### config.mk
export PLATFORM = sky130hd
export DESIGN_NAME = hart_seq_flat
export DESIGN_NICKNAME = d
export VERILOG_FILES = /design/src/rtl/hart_seq_if.sv /design/src/rtl/hart_seq.sv /design/src/flat_wrapper.sv
export SDC_FILE = /design/constraint.sdc
export NUM_CORES = 1
export LEC_CHECK = 0
export BUFFER_PORTS_ARGS = -buffer_cell sky130_fd_sc_hd__buf_2
export CORE_UTILIZATION = 34
export DETAILED_ROUTE_END_ITERATION = 10
export GPL_TIMING_DRIVEN = 0
export PLACE_DENSITY = 0.71
export SKIP_LAST_GASP = 1
export SYNTH_ARGS = -nofsm -noshare
export SYNTH_HDL_FRONTEND = slang
export SYNTH_SLANG_ARGS = --single-unit
### constraint.sdc
create_clock -name clk -period 1.5 [get_ports clk]
set_input_delay 0.15 -clock clk [delete_from_list [all_inputs] [get_ports clk]]
set_output_delay 0.15 -clock clk [all_outputs]
set_load 0.01 [all_outputs]
### src/rtl/hart_seq_if.sv
// Memory bus between the hart sequencer (master) and system memory (slave).
// One request/accept handshake (bus_req/bus_ready) plus a separate read-data
// return (bus_rvalid/bus_rdata); stores never return data.
`timescale 1ns/1ps
interface hart_seq_if;
   logic        bus_req;
   logic        bus_we;
   logic [31:0] bus_addr;
   logic [31:0] bus_wdata;
   logic [3:0]  bus_be;
   logic        bus_ready;
   logic        bus_rvalid;
   logic [31:0] bus_rdata;

   modport master (
      output bus_req, bus_we, bus_addr, bus_wdata, bus_be,
      input  bus_ready, bus_rvalid, bus_rdata
   );

   modport slave (
      input  bus_req, bus_we, bus_addr, bus_wdata, bus_be,
      output bus_ready, bus_rvalid, bus_rdata
   );
endinterface

### src/rtl/hart_seq.sv
// Multi-cycle sequencer around the single-cycle hart core. Owns the PC and the
// latched instruction, shares one bus port between fetch and load/store, does
// store lane steering and load alignment/extension, and emits a one-cycle
// commit pulse that qualifies the hart's register-file write.
`timescale 1ns/1ps
module hart_seq #(
   parameter logic [31:0] RESET_PC = 32'h0000_0000
) (
   input  logic              clk,
   input  logic              reset,
   output logic [31:0]       pc,
   output logic [31:0]       insn,
   input  logic [31:0]       nextpc,
   input  logic [31:0]       memaddr,
   input  logic [31:0]       memwdata,
   input  logic              memw,
   input  logic              memr,
   input  logic              memsext,
   input  logic [1:0]        memwidth,
   output logic [31:0]       memrdata,
   output logic              hart_commit,
   hart_seq_if.master        bus,
   output logic              fault,
   output logic [1:0]        fault_cause,
   output logic [31:0]       fault_pc
);

   typedef enum logic [2:0] {
      S_IFETCH, S_IWAIT, S_EXEC, S_DREQ, S_DWAIT, S_COMMIT, S_FAULT
   } state_t;

   localparam logic [31:0] NOP = 32'h0000_0013;

   state_t      r_state;
   logic [31:0] r_pc;
   logic [31:0] r_insn;
   logic [31:0] r_memrdata;
   logic        r_commit;
   logic        r_bus_req;
   logic        r_bus_we;
   logic [31:0] r_bus_addr;
   logic [31:0] r_bus_wdata;
   logic [3:0]  r_bus_be;
   logic        r_fault;
   logic [1:0]  r_fault_cause;
   logic [31:0] r_fault_pc;
   // Access attributes captured in EXEC so the load path does not depend on
   // the hart's combinational outputs staying put through the data phase.
   logic [1:0]  r_lane;
   logic [1:0]  r_width;
   logic        r_sext;
   logic        r_store;

   logic        w_mem;
   logic        w_misal;
   logic [1:0]  w_cause;
   logic [3:0]  w_st_be;
   logic [31:0] w_st_wdata;
   logic [31:0] w_ld_shift;
   logic [31:0] w_ld_data;

   assign w_mem   = memr | memw;
   assign w_misal = ((memwidth == 2'd1) && memaddr[0]) ||
                    ((memwidth == 2'd2) && (memaddr[1:0] != 2'b00));

   // Fault classification in priority order; 00 means the instruction is clean.
   always_comb begin
      w_cause = 2'b00;
      if (w_mem && (memwidth == 2'd3))
         w_cause = 2'b11;
      else if (w_mem && w_misal)
         w_cause = 2'b01;
      else if (nextpc[1:0] != 2'b00)
         w_cause = 2'b10;
   end

   // Store lane steering: replicate the datum across the word, enable its lanes.
   always_comb begin
      w_st_be    = 4'hF;
      w_st_wdata = memwdata;
      case (memwidth)
         2'd0: begin
            w_st_be    = 4'b0001 << memaddr[1:0];
            w_st_wdata = {4{memwdata[7:0]}};
         end
         2'd1: begin
            w_st_be    = 4'b0011 << memaddr[1:0];
            w_st_wdata = {2{memwdata[15:0]}};
         end
         default: ;
      endcase
   end

   // Load alignment: shift the addressed byte to bit 0, then truncate and extend.
   assign w_ld_shift = bus.bus_rdata >> {r_lane, 3'b000};

   always_comb begin
      case (r_width)
         2'd0:    w_ld_data = {{24{r_sext & w_ld_shift[7]}},  w_ld_shift[7:0]};
         2'd1:    w_ld_data = {{16{r_sext & w_ld_shift[15]}}, w_ld_shift[15:0]};
         default: w_ld_data = w_ld_shift;
      endcase
   end

   // Sequencer FSM; all bus and hart-facing outputs are registered here.
   always_ff @(posedge clk) begin
      if (reset) begin
         r_state       <= S_IFETCH;
         r_pc          <= RESET_PC;
         r_insn        <= NOP;
         r_memrdata    <= 32'h0;
         r_commit      <= 1'b0;
         r_bus_req     <= 1'b0;
         r_bus_we      <= 1'b0;
         r_bus_addr    <= {RESET_PC[31:2], 2'b00};
         r_bus_wdata   <= 32'h0;
         r_bus_be      <= 4'h0;
         r_fault       <= 1'b0;
         r_fault_cause <= 2'b00;
         r_fault_pc    <= 32'h0;
         r_lane        <= 2'b00;
         r_width       <= 2'b00;
         r_sext        <= 1'b0;
         r_store       <= 1'b0;
      end else begin
         r_commit <= 1'b0;
         case (r_state)
            S_IFETCH: begin
               // Coming out of reset the request is not yet raised; raise it
               // here. From COMMIT it is raised on entry, so no cycle is lost.
               if (!r_bus_req) begin
                  r_bus_req  <= 1'b1;
                  r_bus_we   <= 1'b0;
                  r_bus_be   <= 4'hF;
                  r_bus_addr <= {r_pc[31:2], 2'b00};
               end else if (bus.bus_ready) begin
                  r_bus_req <= 1'b0;
                  r_state   <= S_IWAIT;
               end
            end
            S_IWAIT: begin
               if (bus.bus_rvalid) begin
                  r_insn  <= bus.bus_rdata;
                  r_state <= S_EXEC;
               end
            end
            S_EXEC: begin
               r_lane  <= memaddr[1:0];
               r_width <= memwidth;
               r_sext  <= memsext;
               r_store <= memw;
               if (w_cause != 2'b00) begin
                  r_state       <= S_FAULT;
                  r_fault       <= 1'b1;
                  r_fault_cause <= w_cause;
                  r_fault_pc    <= r_pc;
               end else if (w_mem) begin
                  // memr together with memw is handled as a store.
                  r_state     <= S_DREQ;
                  r_bus_req   <= 1'b1;
                  r_bus_we    <= memw;
                  r_bus_addr  <= {memaddr[31:2], 2'b00};
                  r_bus_be    <= memw ? w_st_be : 4'hF;
                  r_bus_wdata <= memw ? w_st_wdata : 32'h0;
               end else begin
                  r_state  <= S_COMMIT;
                  r_commit <= 1'b1;
               end
            end
            S_DREQ: begin
               if (bus.bus_ready) begin
                  r_bus_req <= 1'b0;
                  r_bus_we  <= 1'b0;
                  if (r_store) begin
                     r_state  <= S_COMMIT;
                     r_commit <= 1'b1;
                  end else begin
                     r_state <= S_DWAIT;
                  end
               end
            end
            S_DWAIT: begin
               if (bus.bus_rvalid) begin
                  r_memrdata <= w_ld_data;
                  r_state    <= S_COMMIT;
                  r_commit   <= 1'b1;
               end
            end
            S_COMMIT: begin
               r_pc       <= nextpc;
               r_state    <= S_IFETCH;
               r_bus_req  <= 1'b1;
               r_bus_we   <= 1'b0;
               r_bus_be   <= 4'hF;
               r_bus_addr <= {nextpc[31:2], 2'b00};
            end
            S_FAULT: ;
            default: r_state <= S_IFETCH;
         endcase
      end
   end

   assign pc            = r_pc;
   assign insn          = r_insn;
   assign memrdata      = r_memrdata;
   assign hart_commit   = r_commit;
   assign fault         = r_fault;
   assign fault_cause   = r_fault_cause;
   assign fault_pc      = r_fault_pc;
   assign bus.bus_req   = r_bus_req;
   assign bus.bus_we    = r_bus_we;
   assign bus.bus_addr  = r_bus_addr;
   assign bus.bus_wdata = r_bus_wdata;
   assign bus.bus_be    = r_bus_be;

endmodule

### src/flat_wrapper.sv
// flat-port wrapper written by rule: the top's interface ports become plain ports
module hart_seq_flat 
#(
   parameter logic [31:0] RESET_PC = 32'h0000_0000
)
  (clk, reset, pc, insn, nextpc, memaddr, memwdata, memw, memr, memsext, memwidth, memrdata, hart_commit, fault, fault_cause, fault_pc, bus_bus_req, bus_bus_we, bus_bus_addr, bus_bus_wdata, bus_bus_be, bus_bus_ready, bus_bus_rvalid, bus_bus_rdata);
  hart_seq_if bus_i ();
  input  logic clk;
  input  logic reset;
  output logic [31:0] pc;
  output logic [31:0] insn;
  input  logic [31:0] nextpc;
  input  logic [31:0] memaddr;
  input  logic [31:0] memwdata;
  input  logic memw;
  input  logic memr;
  input  logic memsext;
  input  logic [1:0] memwidth;
  output logic [31:0] memrdata;
  output logic hart_commit;
  output logic fault;
  output logic [1:0] fault_cause;
  output logic [31:0] fault_pc;
  output wire logic [$bits(bus_i.bus_req)-1:0] bus_bus_req;
  output wire logic [$bits(bus_i.bus_we)-1:0] bus_bus_we;
  output wire logic [$bits(bus_i.bus_addr)-1:0] bus_bus_addr;
  output wire logic [$bits(bus_i.bus_wdata)-1:0] bus_bus_wdata;
  output wire logic [$bits(bus_i.bus_be)-1:0] bus_bus_be;
  input wire logic [$bits(bus_i.bus_ready)-1:0] bus_bus_ready;
  input wire logic [$bits(bus_i.bus_rvalid)-1:0] bus_bus_rvalid;
  input wire logic [$bits(bus_i.bus_rdata)-1:0] bus_bus_rdata;
  assign bus_bus_req = bus_i.bus_req;
  assign bus_bus_we = bus_i.bus_we;
  assign bus_bus_addr = bus_i.bus_addr;
  assign bus_bus_wdata = bus_i.bus_wdata;
  assign bus_bus_be = bus_i.bus_be;
  assign bus_i.bus_ready = bus_bus_ready;
  assign bus_i.bus_rvalid = bus_bus_rvalid;
  assign bus_i.bus_rdata = bus_bus_rdata;
  hart_seq #(.RESET_PC(RESET_PC)) u_core (.clk(clk), .reset(reset), .pc(pc), .insn(insn), .nextpc(nextpc), .memaddr(memaddr), .memwdata(memwdata), .memw(memw), .memr(memr), .memsext(memsext), .memwidth(memwidth), .memrdata(memrdata), .hart_commit(hart_commit), .bus(bus_i), .fault(fault), .fault_cause(fault_cause), .fault_pc(fault_pc));
endmodule
==> results.md <==
* Relative slew slack at 0.4198
* H-Tree Depth at 1
* Final ANT Viol Nets at 0
* Critical path required time at 1.93 ns
* Tmin final at 1.727 ns
* Vias in the first global route at 9991
* Clk slew on worst S/H paths at ~0.060 ns
* Sequential area share after synthesis at 0.4425
* Type of the worst setup path: register to register
* CTS Buf Count at 24
* Placed cell area at 11630 um^2
* Post-Layout Cell Count at about 2.0k
* Crit-path max FO at 10
* DRC at 0
* Post-synth EDFFs at 0
* Top-count cell post-synth: nand2_1
* Clock Tree Buf Depth at 3
* Worst-Margin Slew at 0.8703 ns
* Violated checks: negative setup slack
* Mapped cell area at 9455 um^2
* P per Cell Area at 1419 nW/um^2
* Syn_area_per_cell at 8.565 um^2
* Root Buffer: clkbuf_16
* Post-synth top cells: nand2_1 (242), dfxtp_1 (209), a21oi_1 (154), nor2_1 (63), mux2i_1 (55)
* Netlist cell types at 55
* Number of DRC markers in iteration 0 at 962
* Rows at 60
* Share of layout cells above drive strength 1 at 0.3967
* Setup crit start kind: register
* Initial antenna violation count at 1
* Maximum number of pins on one net before global-route repair at 13
* Clock sinks at 209
* Area share of the largest cell type after synthesis at 0.4425
* Asr flop ratio synth at 0
* Ys Warns at 0
* Port buffer count at 333
* DRT Pass-1 Iters at 5
* Layout Area Growth over Synthesis at 53.67%
* Final setup vio count at 155
* Post-synth top area cell: dfxtp_1
* Main synth FF type: dfxtp_1
* Chip height at 168.8 um
* Fmax at 579.2 MHz
* Total wire length at 37250 um
* Core ar. at 27100 um^2
* Fin. Hold Viols at 0
* Post-Place Cells at between 1.5k and 2k
* IO Count at ~340
* CTS tree: done
* Leak Pwr at 6.078 nW
* DIE AREA at 28480 um^2
* Hpwl dp at 26380 um
* Routability cong. at 0.9359
* Status: finished, violations left
* Clock Skews at 0.01069 ns
* Overall power at 20.62 mW
* Nets at 1714
* Worst setup EP type: register
* Worst setup margin at -0.2266 ns
* Largest cells by area after synthesis: dfxtp_1 (44%), nand2_1 (9.6%), a21oi_1 (8.2%), mux2i_1 (5.8%), a221oi_2 (4.1%)
* First-pass GRT wire length at 54940 um
* Vias at about 10k
* Gr ovfl total at 0
* Unrepaired setup endpoints after global routing: true
* Vias per cell at between 5 and 6
* Peak VDD IR at 736.0 uV
* Fin crit share at 1.151
* DIE WIDTH at 168.8 um
* Design area at 14530 um^2
* Clk Latency, worst-skew pair at between 0.5 and 0.6 ns
* Max cap viols at 0
* Post-Syn Instances at about 1.1k
* Hold WS at 0.02368 ns
* Min-delay worst type: primary input to register
* Seq cells post-synth at 209
* N_diodes at 0
* Initial Util at 0.3489
* Pins Over Slew Limit at 0
* WL/cell at approximately 19 um
* Global Route Usage Sum at 0.2439
* Data arrival, critical path at 2.15 ns
## kinds of logic (layout without fill, tap and decap cells)
group | Yosys count | count (layout) | synth area share
AO/OA/AOI/OAI | 327 | 327 | 0.2411
AND/OR/NAND/NOR | 369 | 369 | 0.1646
other | 1 | 2 | 0.0003966
buffers and inverters | 117 | 605 | 0.06100
flip-flops | 209 | 209 | 0.4425
multiplexers | 81 | 81 | 0.09038
## cell type report
class                      count  area, um^2
buffer                       104       853.3
clock buffer                  33       695.7
clock inverter                 9       97.59
fill                        2409       12570
inverter                       9       36.28
multi-input combinational    779        5189
sequential                   209        4195
tap                          372       465.4
timing repair buffer         450        2998
## routing by layer
| layer | vias up | share of wire | global-route usage |
|---|---|---|---|
| met5 | - | 0.00032 | 0 |
| met4 | 2 | 0.039 | 0.1138 |
| met3 | 96 | 0.071 | 0.04279 |
| met2 | 524 | 0.48 | 0.4177 |
| met1 | 4962 | 0.41 | 0.2968 |
| li1 | 4879 | - | - |
## layout by cell type, fill, tap and decap left out, types with 28 or more instances in the layout
master and instances:
nand2_1 233, mux2i_1 55, dfxtp_1 204, a21oi_2 32, o21ai_0 29, clkbuf_1 38, nor2_1 62, buf_6 36
clkbuf_16 28, a22o_1 41, dlygate4sd3_1 80, buf_2 339, a221oi_2 30, a21oi_1 123
## where the power goes
part           total [mW]  switching (mW)  internal, mW
Combinational        7.84            4.10          3.74
Sequential           6.83           0.510          6.32
Clock                5.95            2.38          3.57
Total                20.6            6.99          13.6
## repair_timing
action	4_1_cts	5_1_grt
buffers inserted	18	12
hold endpoints to repair	80	0
resized for setup	144	115
pin swaps	24	29
setup endpoints to repair	202	203
gates cloned	5	4
hold buffers	80	0
## stage by stage
stage	setup TNS [ns]	util	setup slack, ns
2_1_floorplan	-1.202	-	-0.05778
3_3_place_gp	-69.46	0.4290	-0.6379
3_5_place_dp	-72.32	0.4290	-0.6542
4_1_cts	-15.86	0.5151	-0.2066
5_1_grt	-25.47	0.5362	-0.2892
6_report	-16.36	0.5362	-0.2266
## worst max-delay path, stage by stage, from the launching register on
cell and delay, ns:
dfxtp_4 0.36, buf_6 0.12, nor3b_4 0.24, buf_6 0.17, buf_12 0.12, buf_8 0.13
a22o_1 0.17, a21oi_2 0.06, a221oi_2 0.27
## flip-flops by register name, summed over array words and instances, names as in the netlist, 3 cells and up
register              count
u_core.pc                32
u_core.r_state            3
u_core.bus.bus_wdata     32
u_core.insn              32
u_core.memrdata          32
u_core.bus.bus_addr      30
u_core.bus.bus_be         4
u_core.fault_pc          32
## worst paths after layout
path | to | cells past startpoint | slack (ns) | from
worst min register to register | u_core.insn[2] | 2 | 0.45 | u_core.insn[2]
worst max-delay path | u_core.bus.bus_addr[7] | 8 | -0.23 | u_core.r_state[0]
worst min-delay path | u_core.bus.bus_req | 3 | 0.02 | memaddr[0]
worst max register to register | u_core.bus.bus_addr[7] | 8 | -0.23 | u_core.r_state[0]
Power figures use the tool's default switching activity.
